===== src/rtl/baud_tick_gen.sv =====
// Fractional clock-enable generator for UART timing: oversample tick, baud tick
// and baud-rate square wave, with a run-time loadable divisor and phase restart.
module baud_tick_gen #(
    parameter int CNT_W        = 16,
    parameter int FRAC_W       = 4,
    parameter int OVERSAMPLE   = 16,
    parameter int DEFAULT_INT  = 54,
    parameter int DEFAULT_FRAC = 4
) (
    input  logic             clk,
    input  logic             rst,
    input  logic             en,
    input  logic             load,
    input  logic [CNT_W-1:0] div_int,
    input  logic [FRAC_W-1:0] div_frac,
    input  logic             sync_clr,
    output logic             os_tick,
    output logic             baud_tick,
    output logic             baud_clk,
    output logic [CNT_W-1:0] act_int
);

    localparam int OS_W = (OVERSAMPLE > 2) ? $clog2(OVERSAMPLE) : 1;
    localparam logic [CNT_W-1:0]  DEF_INT  = CNT_W'(DEFAULT_INT);
    localparam logic [FRAC_W-1:0] DEF_FRAC = FRAC_W'(DEFAULT_FRAC);
    localparam logic [CNT_W-1:0]  MIN_INT  = CNT_W'(2);
    localparam logic [OS_W-1:0]   OS_LAST  = OS_W'(OVERSAMPLE - 1);
    localparam logic [OS_W-1:0]   OS_HALF  = OS_W'(OVERSAMPLE / 2 - 1);

    logic [CNT_W-1:0]  r_act_int;
    logic [FRAC_W-1:0] r_act_frac;
    logic [CNT_W-1:0]  r_cnt;
    logic [FRAC_W-1:0] r_frac_acc;
    logic              r_carry_q;
    logic [OS_W-1:0]   r_os_cnt;
    logic              r_os_tick;
    logic              r_baud_tick;
    logic              r_baud_clk;

    logic [CNT_W:0]    w_period_m1;
    logic              w_period_end;
    logic [FRAC_W:0]   w_frac_sum;
    logic [CNT_W-1:0]  w_load_int;
    logic              w_os_wrap;

    // ">=" rather than "==" so a load that shrinks the divisor below the
    // running count terminates the current period on the next enabled cycle.
    assign w_period_m1  = {1'b0, r_act_int} + {{CNT_W{1'b0}}, r_carry_q} - {{CNT_W{1'b0}}, 1'b1};
    assign w_period_end = ({1'b0, r_cnt} >= w_period_m1);
    assign w_frac_sum   = {1'b0, r_frac_acc} + {1'b0, r_act_frac};
    assign w_load_int   = (div_int < MIN_INT) ? MIN_INT : div_int;
    assign w_os_wrap    = (r_os_cnt == OS_LAST);

    always_ff @(posedge clk) begin
        if (rst) begin
            r_act_int   <= DEF_INT;
            r_act_frac  <= DEF_FRAC;
            r_cnt       <= '0;
            r_frac_acc  <= '0;
            r_carry_q   <= 1'b0;
            r_os_cnt    <= '0;
            r_os_tick   <= 1'b0;
            r_baud_tick <= 1'b0;
            r_baud_clk  <= 1'b0;
        end else begin
            if (load) begin
                r_act_int  <= w_load_int;
                r_act_frac <= div_frac;
            end
            if (sync_clr) begin
                r_cnt       <= '0;
                r_frac_acc  <= '0;
                r_carry_q   <= 1'b0;
                r_os_cnt    <= '0;
                r_os_tick   <= 1'b0;
                r_baud_tick <= 1'b0;
                r_baud_clk  <= 1'b0;
            end else if (en) begin
                if (w_period_end) begin
                    r_cnt                   <= '0;
                    {r_carry_q, r_frac_acc} <= w_frac_sum;
                    r_os_tick               <= 1'b1;
                    r_baud_tick             <= w_os_wrap;
                    r_os_cnt                <= w_os_wrap ? '0 : r_os_cnt + OS_W'(1);
                    if (w_os_wrap) begin
                        r_baud_clk <= 1'b0;
                    end else if (r_os_cnt == OS_HALF) begin
                        r_baud_clk <= 1'b1;
                    end
                end else begin
                    r_cnt       <= r_cnt + CNT_W'(1);
                    r_os_tick   <= 1'b0;
                    r_baud_tick <= 1'b0;
                end
            end else begin
                r_os_tick   <= 1'b0;
                r_baud_tick <= 1'b0;
            end
        end
    end

    assign os_tick   = r_os_tick;
    assign baud_tick = r_baud_tick;
    assign baud_clk  = r_baud_clk;
    assign act_int   = r_act_int;

endmodule


===== config.mk =====
export PLATFORM = sky130hd
export DESIGN_NAME = baud_tick_gen
export DESIGN_NICKNAME = d
export VERILOG_FILES = /design/src/rtl/baud_tick_gen.sv
export SDC_FILE = /design/constraint.sdc
export NUM_CORES = 1
export LEC_CHECK = 0
export BUFFER_PORTS_ARGS = -buffer_cell sky130_fd_sc_hd__buf_2
export CORE_ASPECT_RATIO = 0.8
export CORE_MARGIN = 5
export CORE_UTILIZATION = 40
export DETAILED_ROUTE_END_ITERATION = 10
export PLACE_DENSITY = 0.6
export SYNTH_ARGS = -nofsm -noshare
export SYNTH_HDL_FRONTEND = slang
export SYNTH_SLANG_ARGS = --single-unit

===== constraint.sdc =====
create_clock -name clk -period 7.5 [get_ports clk]
set_input_delay 1.5 -clock clk [delete_from_list [all_inputs] [get_ports clk]]
set_output_delay 1.5 -clock clk [all_outputs]
set_load 0.05 [all_outputs]

Word-level counts from Yosys, hierarchy flattened
Index checks and enable logic that the tools add are counted.

Add/sub/neg operators: 5. Eq/ne operators: 2. Multiplexer cells: 6. Bitwise gates (word level): 2. Magnitude comparators: 2. Reductions and logical operators: 6.

Operators by type and width (count): $mux W16 (2); $add A16 B1 Y17 (1); $ge A16 B17 Y1 (1); $sub A17 B1 Y17 const B (1); $add A16 B1 Y16 const B (1); $lt A16 B2 Y1 const B (1); $add A4 B4 Y5 (1); $add A4 B1 Y4 const B (1); $eq A4 B3 Y1 const B (1); $eq A4 B4 Y1 const B (1); $mux W4 (1); $reduce_or A4 Y1 (1); $mux W1 (3); $reduce_and A3 Y1 (1); $reduce_or A3 Y1 (1); $not A1 Y1 (2); $reduce_and A2 Y1 (1); $reduce_bool A2 Y1 (1); $reduce_or A2 Y1 (1).

Input bits: 25. Word-level logic and storage cells: 32. Output and inout bits: 19. Register bits: 48.

Longest topological paths before layout
Gate-level depths: netlist (run 1).

Depth after elaboration: 5. Depth in mapped cells: 17.

Worst setup path after synthesis (run 1)
Ideal clock, no wire load.

Path type: reg-to-reg. From: reg r_act_int[0], in the netlist act_int[0]. To: reg r_baud_clk, in the netlist baud_clk. Path slack: 3938 ps. Setup time: 119 ps. Cell stages (with the launch flop): 17. Required time: 7381 ps. Period minus slack after synthesis: 3562 ps. Buffers on the path: 1. Data arrival time: 3443 ps. Path through: dfxtp_1 -> inv_1 -> ha_1 -> ha_1 -> or3b_1 -> nor3_1 -> nand2b_1 -> nor2_1 -> xnor2_1 -> ha_1 -> a2111oi_0 -> o21ai_0 -> o221ai_1 -> a31o_4 -> buf_8 -> nor3_1 -> o221a_1.

Word-level cells in the longest chain between the ends: 4.

RTL lines: start, declared (RTL line 30) `logic [CNT_W-1:0] r_act_int;`; start signal, assigned (RTL line 67) `r_act_int <= w_load_int;`; $add A16 B1 Y17 (RTL line 48) `assign w_period_m1 = {1'b0, r_act_int} + {{CNT_W{1'b0}}, r_carry_q} - {{CNT_W{1'b0}}, 1'b1};`; $sub A17 B1 Y17 (RTL line 48); $ge A16 B17 Y1 (RTL line 49) `assign w_period_end = ({1'b0, r_cnt} >= w_period_m1);`; $reduce_and A3 Y1 (no line); end signal, assigned (RTL line 64) `r_baud_clk <= 1'b0;`; end signal, assigned (RTL line 77) `r_baud_clk <= 1'b0;`; end signal, assigned (RTL line 86) `r_baud_clk <= 1'b0;`; end, declared (RTL line 38) `logic r_baud_clk;`.

No other way between the ends. A chain may end at the register's enable or synchronous reset.

Worst setup path after layout (run 1)
From: reg r_act_int[0], in the netlist act_int[0]. To: reg r_cnt[4].

Word-level cells in the longest chain between the ends: 4.

RTL lines: $add A16 B1 Y17 (RTL line 48); $sub A17 B1 Y17 (RTL line 48); $ge A16 B17 Y1 (RTL line 49); $mux W16 (RTL line 79) `if (w_period_end) begin`; end signal, assigned (RTL line 91) `r_cnt <= r_cnt + CNT_W'(1);`; end, declared (RTL line 32) `logic [CNT_W-1:0] r_cnt;`.

No other way between the ends.

==> results of run 1 <==
==> through the flow <==
| step | util | area, um^2 | power [mW] |
|---|---|---|---|
| 6_report | 0.477 | 3090 | 0.541 |
| 3_3_place_gp | 0.458 | 2960 | 0.352 |
| 5_1_grt | 0.477 | 3090 | 0.570 |
| 4_1_cts | 0.477 | 3090 | 0.549 |
| 3_5_place_dp | 0.458 | 2960 | 0.353 |
| 2_1_floorplan | - | 2710 | 0.330 |
==> kinds of logic after synthesis <==
family	count (synthesis)	share of synthesized area
AND/OR/NAND/NOR	124	0.236
multiplexers	14	0.0517
XOR/XNOR	29	0.0937
flip-flops	48	0.354
buffers and inverters	23	0.0429
adder cells (fa/ha/maj)	25	0.118
AO/OA/AOI/OAI	39	0.103
==> report_power, final <==
group	total (mW)	internal [mW]	switching, mW
registers	0.272	0.262	0.0101
clock network	0.195	0.109	0.0859
logic	0.0741	0.0276	0.0466
total	0.541	0.398	0.143
==> sequential cells by signal, indices dropped and copies added (netlist names) <==
name,flops
act_int,16
baud_clk,1
baud_tick,1
os_tick,1
r_act_frac,4
r_carry_q,1
r_cnt,16
r_frac_acc,4
r_os_cnt,4
==> per-layer routing <==
layer	vias to the layer above	track usage	share of wire	routed length, um
li1	1143	-	-	-
met2	34	0.202	0.41	2310
met4	0	0.0393	0.010	58
met3	5	0.0317	0.041	230
met5	-	0	0	0
met1	979	0.212	0.54	3040
==> layout by cell type, fill, tap and decap left out, types with 2 or more instances in the layout <==
master | Yosys | final
dfxtp_1 | 48 | 48
buf_2 | 2 | 43
nor2_1 | 41 | 41
ha_1 | 24 | 24
nand2_1 | 17 | 17
xnor2_1 | 15 | 15
xor2_1 | 14 | 14
mux2i_1 | 14 | 14
inv_1 | 13 | 13
nand3_1 | 12 | 12
a21oi_1 | 10 | 10
nor3_1 | 9 | 9
nand4_1 | 9 | 9
nor2b_1 | 9 | 9
nor4_1 | 7 | 7
clkbuf_8 | 0 | 6
and3_1 | 5 | 5
o21ai_0 | 4 | 4
a211o_1 | 4 | 4
nand2b_1 | 3 | 3
o21ai_1 | 3 | 3
o21a_1 | 3 | 3
o31ai_1 | 3 | 3
a21o_1 | 2 | 2
nand3_2 | 2 | 2
o21ai_2 | 2 | 2
or3_1 | 2 | 2
==> final cells by class <==
class                           instances  share of cell area
Clock buffer                            6              0.0268
Multi-Input combinational cell        231               0.530
Clock inverter                          2              0.0126
Tap cell                               84              0.0341
Timing Repair Buffer                   43              0.0697
Sequential cell                        48               0.311
Inverter                               13              0.0158
==> worst max-delay path: stages (launching register included) <==
cell	delay, ns
dfxtp_1	0.34
inv_1	0.06
ha_1	0.16
ha_1	0.18
or3b_1	0.41
nor3_1	0.25
nand2b_1	0.14
nor2_1	0.13
xnor2_1	0.13
ha_1	0.27
a2111oi_0	0.36
o21ai_0	0.14
o221ai_1	0.26
a31o_4	0.38
nand2_2	0.24
nor2_1	0.20
==> how the worst max path moves through the flow <==
stage / end / slack [ns] / cells past startpoint
2_1_floorplan: baud_clk$_SDFFE_PP0P_ / 3.94 / 16
3_3_place_gp: r_os_cnt[3]$_SDFFE_PP0P_ / 3.86 / 15
3_5_place_dp: r_cnt[4]$_SDFFE_PP0P_ / 3.78 / 15
4_1_cts: r_cnt[4]$_SDFFE_PP0P_ / 3.74 / 15
5_1_grt: r_cnt[4]$_SDFFE_PP0P_ / 3.45 / 15
6_report: r_cnt[4]$_SDFFE_PP0P_ / 3.77 / 15
==> impl_metrics.tcl, run 1 <==
set metrics [dict create \
    dp_slack_ns 3.78 \
    io_buffers 43 \
    relSlewSlack 0.391 \
    tightest_slew_ns 0.910 \
    max_freq_mhz 268 \
    finalSetupViolCount 0 \
    synthArstFlopShare 0 \
    dieHeight_um 83.6 \
    gp_congestion 0.745 \
    start_kind "register" \
    p_per_area_nw_per_um2 175 \
    rsz0062_at_grt "false" \
    synth.most_common_cell "dfxtp_1" \
    core_um2 6470 \
    synth_top_area_share 0.354 \
    dieArea_um2 8540 \
    synthCells 302 \
    fin_ws_ns 3.77 \
    hold_buffers 0 \
    routed_wl_um 5640 \
    ys_warn_count 0 \
    crit_start "act_int[0]$_SDFFE_PP0P_" \
    finalNetCount 392 \
    areaGrowthSynthToFinish_pct 13.8 \
    synthesis.nets 352 \
    instances_no_fill 427 \
    wire_per_inst_um 13.2 \
    status "completed" \
    synth_commonest_cells "dfxtp_1 (48), nor2_1 (41), ha_1 (24), nand2_1 (17), xnor2_1 (15)" \
    start_util 0.419 \
    clock_sinks 48 \
    via_per_inst 5.06 \
    holdPathStages 2 \
    ys.flop_type "dfxtp_1" \
    grt_pass1_wl_um 9900 \
    setup_tns_ns 0 \
    clkTransAtPathRegs_ns 0.09 \
    ff2ff_path_depth 15 \
    fin_skew_ns 0.0110 \
    gr-total-overflow 0 \
    syn_area_um2 2710 \
    clock_tree.buffer_depth 2 \
    arrival_ns 3.96 \
    post-route-period-util 0.497 \
    rrSetupSlack_ns 3.77 \
    critical_path_class "register to register" \
    grt_pass1_vias 2079 \
    antenna_left 0 \
    drive_gt1_frac 0.181 \
    antenna_cells 0 \
    grt_antenna_before_repair 0 \
    synth.area.top_cells "dfxtp_1 (35%), ha_1 (11%), nor2_1 (5.7%)" \
    drc 0 \
    path_max_fanout 23 \
    multi_input_area_um2 1630 \
    synth_area_per_cell_um2 8.98 \
    ctsHtreeMaxLevel 2 \
    synth_largest_area_cell "dfxtp_1" \
    synth_edf_count 0 \
    synth-seq-cells 48 \
    p_leak_nw 1.26 \
    post_cts_buffers 0 \
    cts_buffers 5 \
    first_pass_iters 4 \
    hold_path_class "register to register" \
    whs_ns 0.467 \
    cp-end-kind "register" \
    period_minus_slack_ns 3.73 \
    ioPinCount 44 \
    dr_total_vias 2161 \
    hp-start "r_frac_acc[0]$_SDFFE_PP0P_" \
    cts_resized 0 \
    drt_iter0_drc 42 \
    grt_max_degree 27 \
    cts_tree "yes" \
    ys_seq_area_frac 0.354 \
    num_rows 26 \
    dp.cells 419 \
    maxCapViolations 0 \
    track_usage 0.142 \
    root_buffer "clkbuf_8" \
    drv_slew 0 \
    finalHoldViolations 0 \
    whs_endpoint "r_frac_acc[0]$_SDFFE_PP0P_" \
    dp_hpwl_um 4440 \
    r2r-start "act_int[0]$_SDFFE_PP0P_" \
    ir_worst_vdd_uv 110 \
    ff_latch_area_um2 961 \
    fill_cells 635 \
    yosysUniqueCellTypes 47 \
    clock_latency_ns 0.30 \
    worst_ep_required_time_ns 7.73 \
    die_x_um 102 \
    r2r_end "r_cnt[4]$_SDFFE_PP0P_" \
]
(Power assumes the default switching activity.)
==> inputs of run 2 (changes only) <==
- PLACE_DENSITY: 0.6 -> 0.62
- clock period: 7.5 -> 3 ns (I/O delays scaled with it)
==> run 2 against run 1 <==
Net effect:
- the flow now finishes with violations (setup timing)
- first-iteration DRC count increased by 43%
- critical path depth unchanged
- sequential cell count unchanged
- clock-buffer cell count decreased by 1
- utilization increased by 5.4 points
- clock skew increased by 0.0050 ns
- final cell count increased by 6.6%
- largest power group unchanged
==> impl_metrics.tcl, run 2 (synthesis gave the netlist of run 1 again) <==
set metrics [dict create \
    status "finished with violations" \
    violations "setup timing" \
    endpoint "r_os_cnt[3]$_SDFFE_PP0P_" \
    critical_path_class "register to register" \
    cts_tree "yes" \
    root_buffer "clkbuf_8" \
    ctsHtreeMaxLevel 2 \
    dp_hpwl_um 4770 \
    combPwrFrac 0.164 \
    grt_pass1_wl_um 10400 \
    rrSetupSlack_ns -0.32 \
    relSlewSlack 0.284 \
    path_max_fanout 5 \
    hold_buffers 0 \
    r2r-start "act_int[0]$_SDFFE_PP0P_" \
    io_buffers 43 \
    track_usage 0.152 \
    cts_buffers 5 \
    worst_ep_required_time_ns 3.24 \
    start_util 0.419 \
    post-route-period-util 1.11 \
    setup_tns_ns -6.69 \
    gr-total-overflow 0 \
    drc 0 \
    grt_antenna_before_repair 0 \
    dieArea_um2 8540 \
    die_x_um 102 \
    intPower_mw 0.994 \
    hold_path_class "register to register" \
    rsz0062_at_grt "true" \
    fin_skew_ns 0.0160 \
    antenna_cells 0 \
    grt_max_degree 27 \
    ir_worst_vdd_uv 258 \
    layout_commonest_cell "dfxtp_1" \
    drive_gt1_frac 0.313 \
    holdPathStages 2 \
    num_rows 26 \
    first_pass_iters 4 \
    finalHoldViolations 0 \
    instances_no_fill 455 \
    clkTransAtPathRegs_ns 0.10 \
    clock_tree.buffer_depth 2 \
    switching_share 0.280 \
    drt_iter0_drc 60 \
    wire_per_inst_um 13.8 \
    routed_wl_um 6260 \
    arrival_ns 3.56 \
    dr_total_vias 2317 \
    clock_sinks 48 \
    via_per_inst 5.09 \
    p_switching_mw 0.388 \
    drv_slew 0 \
    core_um2 6470 \
    finalNetCount 420 \
    clock_latency_ns 0.31 \
    p_per_area_nw_per_um2 402 \
    r2r_end "r_os_cnt[3]$_SDFFE_PP0P_" \
    grt_pass1_vias 2249 \
    fin_ws_ns -0.322 \
    ff2ff_path_depth 15 \
    dieHeight_um 83.6 \
    antenna_left 0 \
    layout_common_cells "dfxtp_1 (46), buf_2 (43), nor2_1 (36)" \
    maxCapViolations 0 \
    p_seq_frac 0.487 \
    p_leak_nw 1.40 \
    p_clk_frac 0.349 \
    gp_congestion 0.869 \
    period_minus_slack_ns 3.32 \
    tightest_slew_ns 1.07 \
    ioPinCount 44 \
    max_freq_mhz 301 \
    areaGrowthSynthToFinish_pct 26.7 \
    finalSetupViolCount 28 \
    cp-end-kind "register" \
    start_kind "register" \
    crit_start "act_int[0]$_SDFFE_PP0P_" \
    p_total_mw 1.38 \
    dp.cells 442 \
]
## run 2: changes by cell type in the layout (fill, tap and decap cells not counted), sizes merged
cell / change
clkinv: -1
clkinvlp: +1
buf: +27
inv: +1
clkbuf: -1
a31o: +1
## run 2: critical path, stage by stage (launching register included)
cell and delay, ns:
dfxtp_4 0.36, inv_4 0.05, ha_4 0.14, ha_4 0.12, or3b_4 0.40, nor3_4 0.13
nand2b_1 0.12, nor2_1 0.13, xnor2_1 0.07, ha_1 0.31, nand4_1 0.13, nor4_2 0.31
o21ai_2 0.11, a31o_4 0.26, or4_1 0.46, a21oi_1 0.13
## run 2: area by class of cell
type	count	area (um^2)
fillers	600	3040
multi-input cells	232	1780
flip-flops and latches	48	966
repair buffers	70	418
well taps	84	105
clock buffers	5	68.8
inverters	13	51.3
clock inverters	3	46.3
## run 2: repair_timing
action / CTS / global route
endpoints found under the setup margin: 28 / 28
pin swaps: 4 / 11
hold endpoints to repair: 0 / 0
gates cloned: 1 / 0
setup buffers: 4 / 0
resized for setup: 10 / 9
## run 2: through the flow
| stage | hold slack (ns) | util | instance area [um^2] | setup WS [ns] |
|---|---|---|---|---|
| 6_report | 0.495 | 0.531 | 3430 | -0.322 |
| 5_1_grt | 0.491 | 0.531 | 3430 | -0.513 |
| 4_1_cts | 0.487 | 0.527 | 3410 | -0.340 |
| 3_5_place_dp | 0.479 | 0.495 | 3210 | -0.442 |
| 3_3_place_gp | 0.475 | 0.495 | 3210 | -0.415 |
| 2_1_floorplan | 0.454 | - | 2790 | -0.254 |
## run 2: power by group through the flow
stage | sequential [mW] | combinational, mW | clock [mW]
detailed placement | 0.687 | 0.222 | 0
global placement | 0.686 | 0.219 | 0
global route | 0.676 | 0.248 | 0.526
finish | 0.673 | 0.227 | 0.482
floorplan | 0.735 | 0.0964 | 0
CTS | 0.673 | 0.227 | 0.498
## run 2: how the worst min path moves through the flow
stage	start	to	slack (ns)
final	r_os_cnt[3]$_SDFFE_PP0P_	r_os_cnt[3]$_SDFFE_PP0P_	0.50
after global routing	div_int[2]	act_int[2]$_SDFFE_PP1P_	0.49
after floorplan	r_frac_acc[0]$_SDFFE_PP0P_	r_frac_acc[0]$_SDFFE_PP0P_	0.45
after CTS	div_frac[2]	r_act_frac[2]$_SDFFE_PP1P_	0.49
after detailed placement	r_frac_acc[0]$_SDFFE_PP0P_	r_frac_acc[0]$_SDFFE_PP0P_	0.48
after global placement	r_frac_acc[2]$_SDFFE_PP0P_	r_frac_acc[2]$_SDFFE_PP0P_	0.47
## run 2: routing by layer
| layer | share of wire | up-vias | wire [um] | GRT usage |
|---|---|---|---|---|
| met1 | 0.50 | 1050 | 3150 | 0.215 |
| met3 | 0.046 | 12 | 285 | 0.0334 |
| met4 | 0.020 | 0 | 125 | 0.0501 |
| met5 | 0 | - | 0 | 0 |
| met2 | 0.43 | 45 | 2700 | 0.225 |
| li1 | - | 1210 | - | - |
